==> src/rtl/wr_ptr_ctrl.sv <==
// ---------------------------------------------------------------------------
// wr_ptr_ctrl
//
// Write-side pointer controller of an asynchronous FIFO, living entirely in
// the write clock domain. It owns the binary write pointer, exports a
// registered Gray copy of it to the read domain, brings the read domain's
// Gray pointer across a flop synchroniser, and from the two derives the
// full / almost_full flags, the fill level and a sticky overflow flag. The
// RAM write strobe is gated so the FIFO memory is never written while full.
//
// Parameters
//   ADDR_W      RAM address width; depth is 2**ADDR_W, pointers are ADDR_W+1
//   SYNC_STAGES flop stages on the read-pointer crossing (2 or more)
//   AF_MARGIN   almost_full asserts when free slots <= AF_MARGIN
//
// Ports
//   clk              write-domain clock
//   rst              asynchronous, active-high reset
//   wr_en            write request from the producer
//   rptr_gray_async  Gray read pointer straight from the read domain
//   wr_accept        RAM write strobe (wr_en while not full)
//   waddr            RAM write address (low bits of the binary pointer)
//   wptr_gray        registered Gray write pointer, to the read domain
//   full             registered full flag
//   almost_full      fill level has reached 2**ADDR_W - AF_MARGIN
//   wr_count         fill level as seen from the write domain
//   overflow         sticky: a write was attempted while full
// ---------------------------------------------------------------------------
module wr_ptr_ctrl #(
  parameter int ADDR_W      = 4,
  parameter int SYNC_STAGES = 2,
  parameter int AF_MARGIN   = 2
) (
  input  logic              clk,
  input  logic              rst,
  input  logic              wr_en,
  input  logic [ADDR_W:0]   rptr_gray_async,
  output logic              wr_accept,
  output logic [ADDR_W-1:0] waddr,
  output logic [ADDR_W:0]   wptr_gray,
  output logic              full,
  output logic              almost_full,
  output logic [ADDR_W:0]   wr_count,
  output logic              overflow
);

  localparam int DEPTH = 1 << ADDR_W;
  localparam logic [ADDR_W:0] AF_LEVEL = (ADDR_W+1)'(DEPTH - AF_MARGIN);

  logic [ADDR_W:0] wbin_q;
  logic [ADDR_W:0] wbin_d;
  logic [ADDR_W:0] wgray_q;
  logic [ADDR_W:0] wgray_d;
  logic            full_q;
  logic            full_d;
  logic            overflow_q;
  logic            overflow_d;
  logic [ADDR_W:0] sync_q [SYNC_STAGES];
  logic [ADDR_W:0] rq_sync;
  logic [ADDR_W:0] rbin_sync;
  logic [ADDR_W:0] full_pattern;

  // The strobe is also held low while reset is asserted so that a producer
  // still driving wr_en during reset never writes the RAM.
  assign wr_accept = wr_en & ~full_q & ~rst;

  // Next pointer values; the Gray form is computed from the post-increment
  // binary so the exported pointer is a plain register with no logic after it.
  assign wbin_d  = wbin_q + (ADDR_W+1)'(wr_accept);
  assign wgray_d = wbin_d ^ (wbin_d >> 1);

  // Last synchroniser stage is the only copy of the read pointer used here.
  assign rq_sync = sync_q[SYNC_STAGES-1];

  // Gray-to-binary by prefix XOR from the MSB down.
  always_comb begin
    rbin_sync         = '0;
    rbin_sync[ADDR_W] = rq_sync[ADDR_W];
    for (int i = ADDR_W - 1; i >= 0; i--) begin
      rbin_sync[i] = rbin_sync[i+1] ^ rq_sync[i];
    end
  end

  // In Gray space "write is exactly one lap ahead of read" means the top two
  // bits are inverted and the rest are equal. Comparing against the next
  // write pointer lets full rise on the same edge that takes the last slot.
  assign full_pattern = {~rq_sync[ADDR_W:ADDR_W-1], rq_sync[ADDR_W-2:0]};
  assign full_d       = (wgray_d == full_pattern);

  assign overflow_d = overflow_q | (wr_en & full_q);

  // Pointer, flag and overflow registers.
  always_ff @(posedge clk or posedge rst) begin
    if (rst) begin
      wbin_q     <= '0;
      wgray_q    <= '0;
      full_q     <= 1'b0;
      overflow_q <= 1'b0;
    end else begin
      wbin_q     <= wbin_d;
      wgray_q    <= wgray_d;
      full_q     <= full_d;
      overflow_q <= overflow_d;
    end
  end

  // Plain flop chain for the read-pointer crossing; nothing may sit between
  // stages or the metastability settling time is lost.
  always_ff @(posedge clk or posedge rst) begin
    if (rst) begin
      for (int i = 0; i < SYNC_STAGES; i++) begin
        sync_q[i] <= '0;
      end
    end else begin
      sync_q[0] <= rptr_gray_async;
      for (int i = 1; i < SYNC_STAGES; i++) begin
        sync_q[i] <= sync_q[i-1];
      end
    end
  end

  // Modulo subtraction gives the fill level directly because both pointers
  // carry the extra wrap bit.
  assign wr_count    = wbin_q - rbin_sync;
  assign almost_full = (wr_count >= AF_LEVEL);

  assign waddr     = wbin_q[ADDR_W-1:0];
  assign wptr_gray = wgray_q;
  assign full      = full_q;
  assign overflow  = overflow_q;

endmodule

==> config.mk <==
export PLATFORM = sky130hd
export DESIGN_NAME = wr_ptr_ctrl
export DESIGN_NICKNAME = d
export VERILOG_FILES = /design/src/rtl/wr_ptr_ctrl.sv
export SDC_FILE = /design/constraint.sdc
export NUM_CORES = 1
export LEC_CHECK = 0
export CAP_MARGIN = 20
export CELL_PAD_IN_SITES_DETAIL_PLACEMENT = 0
export CELL_PAD_IN_SITES_GLOBAL_PLACEMENT = 1
export CORE_MARGIN = 2
export CORE_UTILIZATION = 39
export CTS_BUF_LIST = sky130_fd_sc_hd__clkbuf_16
export DETAILED_ROUTE_END_ITERATION = 6
export GPL_TIMING_DRIVEN = 0
export PLACE_DENSITY_LB_ADDON = 0.2
export SLEW_MARGIN = 20
export SYNTH_ARGS = -nofsm -noshare
export SYNTH_HDL_FRONTEND = slang
export SYNTH_SLANG_ARGS = --single-unit
==> constraint.sdc <==
create_clock -name clk -period 5.1 [get_ports clk]
set_input_delay 1.02 -clock clk [delete_from_list [all_inputs] [get_ports clk]]
set_output_delay 1.02 -clock clk [all_outputs]
set_load 0.005 [all_outputs]
==> results_dict.tcl, run 1 <==
set metrics [dict create \
    hp-start "sync_q[7]$_DFF_PP0_" \
    dp_hpwl_um 1250 \
    finalNetCount 126 \
    drt_iter0_drc 10 \
    rr_worst_depth 7 \
    drive_gt1_frac 0.0545 \
    gp_congestion 0.669 \
    finalSetupViolCount 0 \
    hold_viol_final 0 \
    grt_start_max_net_pins 22 \
    final_util 0.557 \
    slew_headroom 0.494 \
    tightest_slew_ns 0.758 \
    worstHoldPathType "flop to flop" \
    post-route-min-period_ns 4.29 \
    leakage_nw 0.613 \
    crit_fanout 4 \
    htree_levels 1 \
    whs_endpoint "rq_sync[2]$_DFF_PP0_" \
    nFillCells 218 \
    r2r-end "full$_DFF_PP0_" \
    grt_pass1_wl_um 2790 \
    swShare 0.323 \
    synth_area_leaders "dfrtp_1, xor2_1, ha_1" \
    path_cells "xnor2_2 > xor2_1 > xor2_1 > xnor2_1 > ha_1 > fa_1 > nor2b_1 > o21ai_0 > and3_1 > o32ai_1 > clkdlybuf4s50_1" \
    timing.fmax_ghz 0.233 \
    grtUsageTotal 0.140 \
    cts.sinks 21 \
    io_pins 26 \
    drv_slew 0 \
    synth.net_count 96 \
    reg2reg_from "full$_DFF_PP0_" \
    postCtsSetupRepairBufs 0 \
    fin_worst_skew_ns 0.00140 \
    cp-end-kind "output pin" \
    die_x_um 54.3 \
    rows 18 \
    switchingPower_mw 0.282 \
    cts_hold_buf 0 \
    start_util 0.406 \
    vdd_drop_max_mv 0.378 \
    syn_avg_cell_area_um2 12.2 \
    avgViaCountPerCell 4.63 \
    root_buffer "clkbuf_16" \
    synth_top_area_share 0.532 \
    wl_per_cell_um 11.5 \
    crit_slowest_cell "clkdlybuf4s50_1" \
    synth_seq_cells 21 \
    syn_to_final_growth_pct 37.1 \
    crit_buf_inv 1 \
    cp-start-kind "flop" \
    portBuffers 25 \
    antenna_found_initial 0 \
    crit_top_cell "xor2_1" \
    syn_inst 81 \
    p_total_mw 0.871 \
    drc_errors 0 \
    syn_area_um2 987 \
    p_seq_frac 0.295 \
    p_int_mw 0.590 \
    core_area_mm2 0.00243 \
    globalRouteOverflowTotal 0 \
    num_antenna_cells 0 \
    rsz0062_at_grt "false" \
    cts_tree "done" \
    cts-buffers-inserted 3 \
    status "finished clean" \
    setup_tns_ns 0 \
    clk_pin_slew_ns 0.05 \
    cap_violations 0 \
    grt_pass1_vias 639 \
    p_clk_frac 0.181 \
    period_share 0.841 \
    layout_commonest_cell "clkdlybuf4s50_1" \
    final_cell_mix "clkdlybuf4s50_1, dfrtp_1, xor2_1, inv_1, xnor2_1" \
    cp_top_family "XOR/XNOR gates" \
    routed_wl_um 1620 \
    path_class "flop to output pin" \
    post_cts_resized 0 \
    synth_cell_type_count 21 \
    dieArea_mm2 0.00295 \
    cp_slowest_stage_delay_ns 0.54 \
    drt-pass1-iter-count 4 \
    die_y_um 54.3 \
    ant_nets 0 \
    seq_area_frac_synth 0.532 \
    arrival_ns 3.27 \
    clk_path_buf_depth 2 \
    clk_latency_ns 0.25 \
    ys_warn_count 0 \
    r2r_slack_ns 2.83 \
    via_count 648 \
    holdPathStages 0 \
    worstPathRequired_ns 4.08 \
    power-per-cell-area_mw_per_mm2 644 \
    yosysTopAreaCell "dfrtp_1" \
    p_comb_frac 0.524 \
]
routing by layer:
| layer | global-route usage | vias to the layer above | wire length (µm) |
|---|---|---|---|
| met5 | 0 | - | 0 |
| met4 | 0.0625 | 0 | 19 |
| met3 | 0.0328 | 2 | 61 |
| met2 | 0.237 | 14 | 859 |
| met1 | 0.169 | 314 | 675 |
| li1 | - | 318 | - |
power by group through the flow:
| stage | clock network (mW) | logic (mW) | registers [mW] |
|---|---|---|---|
| 2_1_floorplan | 0 | 0.236 | 0.258 |
| 3_3_place_gp | 0 | 0.453 | 0.259 |
| 3_5_place_dp | 0 | 0.458 | 0.261 |
| 4_1_cts | 0.163 | 0.462 | 0.258 |
| 5_1_grt | 0.168 | 0.520 | 0.264 |
| 6_report | 0.158 | 0.457 | 0.257 |
worst max-delay path by stage:
stage / to / from / depth (start not counted)
finish: almost_full / rq_sync[4]$_DFF_PP0_ / 11
global route: almost_full / rq_sync[4]$_DFF_PP0_ / 11
CTS: almost_full / rq_sync[4]$_DFF_PP0_ / 11
detailed placement: almost_full / rq_sync[4]$_DFF_PP0_ / 11
global placement: almost_full / rq_sync[4]$_DFF_PP0_ / 11
floorplan: almost_full / rq_sync[4]$_DFF_PP0_ / 9
cell usage after synthesis:
| cell | n |
|---|---|
| dfrtp_1 | 21 |
| xor2_1 | 11 |
| inv_1 | 10 |
| xnor2_1 | 7 |
| ha_1 | 6 |
| nand3_1 | 4 |
| nand2_1 | 3 |
| nor2_1 | 2 |
| nor2b_1 | 2 |
| nor3b_1 | 2 |
| o21ai_0 | 2 |
| or3_1 | 2 |
| a21boi_0 | 1 |
| a21o_1 | 1 |
| a21oi_1 | 1 |
| a221oi_2 | 1 |
| and3_1 | 1 |
| fa_1 | 1 |
| o32ai_1 | 1 |
| xnor2_2 | 1 |
| xor2_2 | 1 |
sequential cells by signal, summed over array words and instances (netlist names):
signal,flops
overflow,1
rq_sync,5
wptr_gray,4
wbin_q,5
full,1
sync_q,5
kinds of logic after synthesis:
family / Yosys count / synth area share
xor+xnor: 20 / 0.193
flops: 21 / 0.532
compound gates: 7 / 0.0545
simple gates: 16 / 0.0862
fa+ha+maj: 7 / 0.0963
buf+inv: 10 / 0.0380
through the flow:
stage                     std cells  hold slack (ns)  setup slack (ns)  cell area, µm²
after floorplan                  81            0.331              1.78             987
after global placement          136            0.331              1.09            1270
after detailed placement        136            0.335              1.06            1270
after CTS                       140            0.348             0.777            1350
after global routing            140            0.352             0.503            1350
final                           140            0.346             0.811            1350
final cells by class:
type / instances / area [µm²] / share of cell area
Tap cell: 30 / 37.5 / 0.0277
Sequential cell: 21 / 526 / 0.388
Multi-Input combinational cell: 50 / 424 / 0.313
Clock buffer: 3 / 75.1 / 0.0555
Clock inverter: 1 / 3.75 / 0.00277
Timing Repair Buffer: 25 / 250 / 0.185
Inverter: 10 / 37.5 / 0.0277
(Power assumes the default switching activity.)
==> run 2, diff against run 1 <==
CORE_UTILIZATION = 37   (was 39)
clock period = 4.15 ns   (was 5.1 ns; I/O delays follow)
==> results_dict.tcl, run 2 (same netlist as run 1, synthesis figures left out) <==
set metrics [dict create \
    cts-buffers-inserted 3 \
    cts.sinks 21 \
    grt_pass1_wl_um 2890 \
    vdd_drop_max_mv 0.421 \
    rsz0062_at_grt "false" \
    crit_fanout 3 \
    period_share 0.935 \
    root_buffer "clkbuf_16" \
    gp_congestion 0.701 \
    die_x_um 55.7 \
    finalNetCount 128 \
    grt_start_max_net_pins 22 \
    drt-pass1-iter-count 4 \
    slew_headroom 0.509 \
    path_class "flop to output pin" \
    num_antenna_cells 0 \
    fin_area_mm2 0.00139 \
    start_util 0.395 \
    worstPathRequired_ns 3.32 \
    clk_pin_slew_ns 0.05 \
    drive_gt1_frac 0.0982 \
    grtUsageTotal 0.121 \
    arrival_ns 3.05 \
    avgViaCountPerCell 4.63 \
    finalSetupViolCount 0 \
    worstHoldPathType "flop to flop" \
    cp-start-kind "flop" \
    r2r_slack_ns 1.84 \
    cts_tree "done" \
    p_total_mw 1.07 \
    core_area_mm2 0.00250 \
    timing.fmax_ghz 0.258 \
    status "finished clean" \
    tightest_slew_ns 0.735 \
    clk_latency_ns 0.24 \
    post-route-min-period_ns 3.88 \
    final_cell_mix "clkdlybuf4s50_1, dfrtp_1, inv_1" \
    drv_slew 0 \
    io_pins 26 \
    globalRouteOverflowTotal 0 \
    htree_levels 1 \
    hold_viol_final 0 \
    drt_iter0_drc 3 \
    via_count 657 \
    drc_errors 0 \
    ant_nets 0 \
    fin_worst_skew_ns 0.00132 \
    die_y_um 55.7 \
    portBuffers 25 \
    place_ws_ns 0.330 \
    grt_pass1_vias 702 \
    dieArea_mm2 0.00310 \
    routed_wl_um 1620 \
    antenna_found_initial 0 \
    layout_commonest_cell "clkdlybuf4s50_1" \
    place_area_mm2 0.00127 \
    syn_to_final_growth_pct 40.6 \
    cp-end-kind "output pin" \
    fin_ws_ns 0.270 \
    rows 18 \
    clk_path_buf_depth 2 \
    cap_violations 0 \
    dp_cells 136 \
    dp_hpwl_um 1240 \
    setup_tns_ns 0 \
    stdcell_count 142 \
    power-per-cell-area_mw_per_mm2 770 \
    leakage_nw 0.631 \
    wl_per_cell_um 11.4 \
]
-- run 2: cell types whose count changed in the layout (fill, tap and decap cells not counted) --
cell / delta
dfrtp_2: +1
clkdlybuf4s50_1: -1
dlymetal6s2s_1: +1
dfrtp_1: -1
xor2_2: +2
buf_4: +2
xor2_1: -2
-- run 2: worst paths after layout --
path | start | endpoint | cells past startpoint
worst max register to register | full$_DFF_PP0_ | full$_DFF_PP0_ | 7
worst max-delay path | rq_sync[3]$_DFF_PP0_ | wr_count[4] | 11
worst min register to register | sync_q[7]$_DFF_PP0_ | rq_sync[2]$_DFF_PP0_ | 0
min in group asynchronous | rst | wptr_gray[0]$_DFF_PP0_ | 2
worst min-delay path | sync_q[7]$_DFF_PP0_ | rq_sync[2]$_DFF_PP0_ | 0
max in group asynchronous | rst | rq_sync[4]$_DFF_PP0_ | 2
-- run 2: final cells by class --
class | count | area (µm²)
Tap cell | 30 | 37.5
Fill cell | 212 | 1110
Inverter | 10 | 37.5
Sequential cell | 21 | 527
Multi-Input combinational cell | 50 | 439
Clock buffer | 3 | 75.1
Clock inverter | 1 | 3.75
Timing Repair Buffer | 27 | 268
-- run 2: critical path, cell delays in order (launching register included) --
cell	delay, ns
dfrtp_1	0.42
xnor2_2	0.24
xor2_2	0.22
xor2_2	0.21
xnor2_1	0.09
ha_1	0.21
fa_1	0.41
nor2b_1	0.12
o21ai_0	0.10
and3_1	0.21
nor2_1	0.08
clkdlybuf4s50_1	0.50
-- run 2: per-stage QoR --
step	hold WS, ns	util
6_report	0.346	0.555
5_1_grt	0.353	0.555
4_1_cts	0.346	0.542
3_5_place_dp	0.335	0.510
3_3_place_gp	0.332	0.510
2_1_floorplan	0.331	-
-- run 2: routing by layer --
layer | share of wire | global-route usage | up-vias | wire length [µm]
met2 | 0.50 | 0.223 | 14 | 813
met4 | 0.0086 | 0.0523 | 0 | 14
met5 | 0 | 0 | - | 0
met3 | 0.035 | 0.0209 | 2 | 57
li1 | - | - | 323 | -
met1 | 0.45 | 0.135 | 318 | 734
-- run 2: power by group --
group	internal [mW]	switching [mW]
Sequential	0.264	0.0535
Combinational	0.334	0.227
Clock	0.128	0.0627
-- run 2: what timing repair did --
action | CTS | global route
hold endpoints to repair | 0 | 0
setup endpoints to repair | 0 | 2
gates resized for setup | 0 | 4
hold buffers | 0 | 0
buffers inserted | 0 | 2
